`config.mk`:
```
export PLATFORM = sky130hd
export DESIGN_NAME = demux_lane_collector_flat
export DESIGN_NICKNAME = d
export VERILOG_FILES = /design/src/rtl/demux_lane_collector_if.sv /design/src/rtl/demux_lane_collector.sv /design/src/flat_wrapper.sv
export SDC_FILE = /design/constraint.sdc
export NUM_CORES = 1
export LEC_CHECK = 0
export ABC_AREA = 0
export CORE_ASPECT_RATIO = 1.1
export CORE_MARGIN = 4
export CORE_UTILIZATION = 30
export DETAILED_ROUTE_END_ITERATION = 10
export SKIP_CTS_REPAIR_TIMING = 1
export SLEW_MARGIN = 0
export SYNTH_ARGS = -nofsm -noshare
export SYNTH_HDL_FRONTEND = slang
export SYNTH_SLANG_ARGS = --single-unit
```
`constraint.sdc`:
```
create_clock -name clk -period 8.4 [get_ports clk]
set_clock_uncertainty 0.15 [all_clocks]
set_input_delay 2.52 -clock clk [delete_from_list [all_inputs] [get_ports clk]]
set_output_delay 2.52 -clock clk [all_outputs]
set_load 0.005 [all_outputs]
```
`src/rtl/demux_lane_collector_if.sv`:
```
// rtl/demux_lane_collector_if.sv - demux sample inputs and per-lane word outputs
interface demux_lane_collector_if #(
    parameter int W = 8
);
    localparam int CW = $clog2(W);

    logic              en;
    logic [1:0]        s;
    logic [3:0]        y;
    logic [3:0]        ready;
    logic [3:0]        clr_ovf;
    logic [4*W-1:0]    word;
    logic [3:0]        valid;
    logic [3:0]        ovf;
    logic [4*CW-1:0]   cnt;

    modport master (
        output en, s, y, ready, clr_ovf,
        input  word, valid, ovf, cnt
    );

    modport slave (
        input  en, s, y, ready, clr_ovf,
        output word, valid, ovf, cnt
    );
endinterface

```
`src/rtl/demux_lane_collector.sv`:
```
// rtl/demux_lane_collector.sv - assembles demux lane bits into W-bit words per lane
module demux_lane_collector #(
    parameter int W = 8
) (
    input  logic                   clk,
    input  logic                   rst,
    demux_lane_collector_if.slave  bus
);
    localparam int CW = $clog2(W);
    localparam logic [CW-1:0] LAST = CW'(W - 1);

    logic [W-1:0]  sh     [4];
    logic [CW-1:0] cnt_r  [4];
    logic [W-1:0]  word_r [4];
    logic [3:0]    valid_r;
    logic [3:0]    ovf_r;

    logic [3:0]    cap;
    logic [3:0]    done;
    logic          bit_in;

    always_comb begin
        cap    = '0;
        done   = '0;
        bit_in = bus.y[bus.s];
        for (int n = 0; n < 4; n++) begin
            cap[n]  = bus.en && (bus.s == 2'(n));
            done[n] = cap[n] && (cnt_r[n] == LAST);
        end
    end

    always_ff @(posedge clk or posedge rst) begin
        if (rst) begin
            for (int n = 0; n < 4; n++) begin
                sh[n]     <= '0;
                cnt_r[n]  <= '0;
                word_r[n] <= '0;
            end
            valid_r <= '0;
            ovf_r   <= '0;
        end else begin
            for (int n = 0; n < 4; n++) begin
                if (cap[n]) begin
                    sh[n]    <= {bit_in, sh[n][W-1:1]};
                    cnt_r[n] <= done[n] ? '0 : cnt_r[n] + 1'b1;
                end

                // A completed word only lands if the holding register is empty or draining this edge.
                if (done[n] && (!valid_r[n] || bus.ready[n])) begin
                    word_r[n]  <= {bit_in, sh[n][W-1:1]};
                    valid_r[n] <= 1'b1;
                end else if (valid_r[n] && bus.ready[n]) begin
                    valid_r[n] <= 1'b0;
                end

                if (done[n] && valid_r[n] && !bus.ready[n])
                    ovf_r[n] <= 1'b1;
                else if (bus.clr_ovf[n])
                    ovf_r[n] <= 1'b0;
            end
        end
    end

    for (genvar g = 0; g < 4; g++) begin : g_out
        assign bus.word[g*W +: W]   = word_r[g];
        assign bus.cnt[g*CW +: CW]  = cnt_r[g];
    end
    assign bus.valid = valid_r;
    assign bus.ovf   = ovf_r;
endmodule

```
`src/flat_wrapper.sv`:
```
// flat-port wrapper written by rule: the top's interface ports become plain ports
module demux_lane_collector_flat 
#(
    parameter int W = 8
)
  (clk, rst, bus_en, bus_s, bus_y, bus_ready, bus_clr_ovf, bus_word, bus_valid, bus_ovf, bus_cnt);
  demux_lane_collector_if #(.W(W)) bus_i ();
  input  logic clk;
  input  logic rst;
  input wire logic [$bits(bus_i.en)-1:0] bus_en;
  input wire logic [$bits(bus_i.s)-1:0] bus_s;
  input wire logic [$bits(bus_i.y)-1:0] bus_y;
  input wire logic [$bits(bus_i.ready)-1:0] bus_ready;
  input wire logic [$bits(bus_i.clr_ovf)-1:0] bus_clr_ovf;
  output wire logic [$bits(bus_i.word)-1:0] bus_word;
  output wire logic [$bits(bus_i.valid)-1:0] bus_valid;
  output wire logic [$bits(bus_i.ovf)-1:0] bus_ovf;
  output wire logic [$bits(bus_i.cnt)-1:0] bus_cnt;
  assign bus_i.en = bus_en;
  assign bus_i.s = bus_s;
  assign bus_i.y = bus_y;
  assign bus_i.ready = bus_ready;
  assign bus_i.clr_ovf = bus_clr_ovf;
  assign bus_word = bus_i.word;
  assign bus_valid = bus_i.valid;
  assign bus_ovf = bus_i.ovf;
  assign bus_cnt = bus_i.cnt;
  demux_lane_collector #(.W(W)) u_core (.clk(clk), .rst(rst), .bus(bus_i));
endmodule
```
Yosys cells after proc, flatten, opt, wreduce, memory -nomap -nowiden
Index checks and enable logic that the tools add are counted.
W data, S select, Z words.
{"block": "totals", "in_bits": 17, "word_cells": 99, "output_inout_bits": 52, "reg_bits": 84}
{"block": "classes", "order_cmp": 1, "n_mux": 22, "n_eq_ne": 7, "addsub": 4, "reduce_logical": 45}
{"cell": "$logic_and A1 B1 Y1", "n": 24}
{"cell": "$mux W1", "n": 17}
{"cell": "$reduce_bool A2 Y1", "n": 8}
{"cell": "$add A3 B1 Y3 const B", "n": 4}
{"cell": "$eq A3 B3 Y1 const B", "n": 4}
{"cell": "$mux W3", "n": 4}
{"cell": "$logic_not A1 Y1", "n": 8}
{"cell": "$eq A2 B2 Y1 const B", "n": 2}
{"cell": "$logic_or A1 B1 Y1", "n": 4}
{"cell": "$lt A2 B3 Y1 const B", "n": 1}
{"cell": "$bmux W1 S2", "n": 1}
{"cell": "$eq A2 B1 Y1 const B", "n": 1}
{"cell": "$logic_not A2 Y1", "n": 1}

Longest topological paths before layout
{"block": "logic_depth", "word_depth": 6, "depth_mapped": 5, "depth_no_buf": 4}

Worst setup path before layout
No wires, ideal clock.
{"block": "synth_path", "kind": "in2reg", "startpoint": "input bus_s[0]", "endpoint": "register u_core.cnt_r, in the netlist u_core.bus.cnt[0]", "t_arrival_ps": 3467, "setup_time_ps": 125, "required_time_ps": 8125, "path_buffers": 2, "path_stages": 4, "slack_ps": 4658, "path_cell_list": "buf_4 nor3b_4 buf_2 mux2_2"}
{"block": "synth_between", "elab_chain_len": 4}
{"item": "start: declaration", "line": "flat_wrapper.sv:11", "source": "input wire logic [$bits(bus_i.s)-1:0] bus_s;"}
{"item": "$logic_not A2 Y1 (*)", "line": "demux_lane_collector.sv:27", "source": "cap[n] = bus.en && (bus.s == 2'(n));"}
{"item": "$logic_and A1 B1 Y1 (*)", "line": "demux_lane_collector.sv:27"}
{"item": "$logic_and A1 B1 Y1", "line": "demux_lane_collector.sv:28", "source": "done[n] = cap[n] && (cnt_r[n] == LAST);"}
{"item": "$mux W3", "line": "demux_lane_collector.sv:45", "source": "cnt_r[n] <= done[n] ? '0 : cnt_r[n] + 1'b1;"}
{"item": "end signal: indexed assignment", "line": "demux_lane_collector.sv:45"}
{"item": "end: declaration", "line": "demux_lane_collector.sv:13", "source": "logic [CW-1:0] cnt_r [4];"}
Mark *: on every way between the ends. The rest lies on a longest branch, timed or not.
A chain may end at the register's enable or synchronous reset.

Worst setup path after layout
{"block": "layout_path", "startpoint": "input bus_s[0]", "endpoint": "register u_core.word_r, in the netlist u_core.bus.word[3]"}
{"block": "layout_between", "elab_chain_len": 4}
{"item": "$logic_not A2 Y1", "line": "demux_lane_collector.sv:27"}
{"item": "$logic_and A1 B1 Y1", "line": "demux_lane_collector.sv:27"}
{"item": "$logic_and A1 B1 Y1", "line": "demux_lane_collector.sv:28"}
{"item": "$logic_and A1 B1 Y1", "line": "demux_lane_collector.sv:49", "source": "if (done[n] && (!valid_r[n] || bus.ready[n])) begin"}
{"item": "end signal: indexed assignment", "line": "demux_lane_collector.sv:50", "source": "word_r[n] <= {bit_in, sh[n][W-1:1]};"}
{"item": "end: declaration", "line": "demux_lane_collector.sv:14", "source": "logic [W-1:0] word_r [4];"}
Every way passes these cells.

==> qor.csv <==
metric,value,unit
status,finished clean,
finalWeightedCongestion,0.681,
rsz0062_at_grt,false,
io_buffers,68,
hold_path.class,reg2reg,
synth_fp_nets,272,
synthXorXnorAreaFrac,0,%
hold_path_end,u_core.sh[17]$_DFFE_PP0P_,
cts_tree,done,
post_synth_instance_area,3240,um2
fin_cells,468,
fin_nets,345,
tightest_slew,1.01,ns
ant_nets,0,
firstDrtPassIters,4,
hold_violations,0,
die_area,12500,um2
fmax,0.228,GHz
hold_slack,0.332,ns
synthCells,247,
wl_per_cell,14.0,um
leakage,2.07,nW
n_antenna_cell,0,
drc,0,
detail_route.iter0.violations,78,
avgViaCountPerCell,4.37,
final_cell_mix,"dfrtp_1, clkdlybuf4s50_1, nand2_1, mux2_2, clkbuf_16",
initial_utilization,30.9,%
grt_pass1_wl,11.0,mm
num_vias,2047,
synthAdderAreaFrac,3.09,%
overflow,0,
h-tree-depth,3,
cts.clk_slew.worst_paths,0.06,ns
synth-simple-area-share,13.3,%
post-place-cells,452,
grt_usage,11.5,%
hp-start,u_core.sh[17]$_DFFE_PP0P_,
area_growth,35.0,%
worstSetupEndpointType,flop,
fin_crit,4.39,ns
power.total,1.23,mW
setup_violations,0,
io-pin-count,69,
peakVddDrop,85.5,uV
clockBufferDepth,2,
slowest_stage,nor3b_4,
ys_types,22,
powerDensity,281,nW/um2
cp_cell_sequence,clkdlybuf4s50_1 > nor3b_4 > nand3_2 > mux2_2,
yosys_register_bits,80,
whs_path_depth,2,
rrSetupSlack,6.73,ns
grt_pass1_vias,2129,
num_rows,39,
antenna_found_initial,0,
final.period_utilization,52.3,%
reg2reg_from,u_core.bus.cnt[0]$_DFFE_PP0P_,
grt_max_degree,81,
synth_area_per_cell,13.1,um2
synthMuxAreaShare,17.4,%
synth_compound_area_share,2.24,%
cap_violations,0,
seq_area_frac_synth,61.8,%
wirelength,6.57,mm
root_buffer,clkbuf_16,
critPathMaxFanout,13,
reg2regPathDepth,4,
cp.arrival,4.46,ns
clkLatencyLatePin,0.34,ns
yosys_warnings,0,
start_kind,input port,
critPathRequiredTime,8.47,ns
die_h,117,um
cts_buffers,9,
cpPeakStageDelay,0.63,ns
cts.sinks,80,
setup-tns-final,0,ns
dp_hpwl,4.55,mm
crit_type,in2reg,
synth_top_family_by_area,multiplexers,
slew-limit-headroom,32.9,%
final_common_cell,dfrtp_1,
reg2reg_to,u_core.bus.word[3]$_DFFE_PP0P_,
drive_above_1_share,22.5,%
die_width,107,um
drv_slew,0,
core-area,10500,um2
==> cell families after synthesis <==
| logic type | after synthesis |
|---|---|
| adders and majority gates | 8 |
| muxes | 50 |
| buffers and inverters | 13 |
| and+or+nand+nor | 84 |
| DFF | 80 |
| AOI/OAI and AO/OA | 12 |
==> how the worst max path moves through the flow <==
stage | start | to | slack, ns
2_1_floorplan | rst | u_core.bus.cnt[0]$_DFFE_PP0P_ | 3.68
3_3_place_gp | bus_s[0] | u_core.bus.word[7]$_DFFE_PP0P_ | 3.71
3_5_place_dp | bus_s[0] | u_core.bus.word[7]$_DFFE_PP0P_ | 3.64
4_1_cts | bus_s[0] | u_core.bus.word[3]$_DFFE_PP0P_ | 3.99
5_1_grt | bus_s[0] | u_core.bus.word[7]$_DFFE_PP0P_ | 3.86
6_report | bus_s[0] | u_core.bus.word[3]$_DFFE_PP0P_ | 4.01
==> state kept, by name, summed over array words and instances (netlist names) <==
register	flops
u_core.bus.ovf	4
u_core.bus.cnt	12
u_core.bus.word	32
u_core.bus.valid	4
u_core.sh	28
==> per-layer routing <==
metal	global-route usage (%)	routed length, um	up-vias
met1	15.0	3070	1014
met2	16.9	2930	46
li1	-	-	975
met5	0	0	-
met4	6.91	172	0
met3	3.24	388	12
==> synth_stat cells <==
cell	number	area share [%]
dfrtp_1	80	62
mux2_2	50	17
buf_4	2	0.46
nand3b_1	3	0.69
inv_1	6	0.69
nand3_4	3	1.6
and3_2	1	0.23
buf_6	2	0.69
and3b_2	2	0.62
a21o_1	3	0.69
o21ai_0	5	0.77
clkbuf_1	2	0.23
nand2_1	60	6.9
nor3_1	3	0.46
nand3_1	1	0.15
ha_1	8	3.1
nor3b_4	1	0.58
o22ai_1	4	0.77
buf_2	1	0.15
nand2b_1	8	1.5
nor2_1	1	0.12
nand3_2	1	0.31
==> where the power goes <==
group / leakage, nW / total [mW] / internal (mW) / switching (mW)
registers: 1.06 / 0.551 / 0.482 / 0.0697
clock network: 0.154 / 0.416 / 0.268 / 0.148
logic: 0.852 / 0.262 / 0.172 / 0.0899
total: 2.07 / 1.23 / 0.922 / 0.308
==> area by class of cell <==
class	count	area, um2
Timing Repair Buffer	69	688
Inverter	6	23.8
Clock inverter	3	65.1
Sequential cell	80	2000
Multi-Input combinational cell	154	1170
Fill cell	1002	6120
Tap cell	143	179
Clock buffer	13	250
==> through the flow <==
| stage | cell area [um2] | utilization, % | setup WS [ns] |
|---|---|---|---|
| 6_report | 4370 | 41.7 | 4.01 |
| 5_1_grt | 4370 | 41.7 | 3.86 |
| 4_1_cts | 4370 | 41.7 | 3.99 |
| 3_5_place_dp | 4060 | 38.7 | 3.64 |
| 3_3_place_gp | 4060 | 38.7 | 3.71 |
| 2_1_floorplan | 3240 | - | 3.68 |
==> critical path: cells and delay by family <==
kind | cells | cell delay (ns)
buf+inv | 1 | 0.58
mux | 1 | 0.36
simple gates | 2 | 1.00
Note: power is estimated with default switching activity, not from simulation.
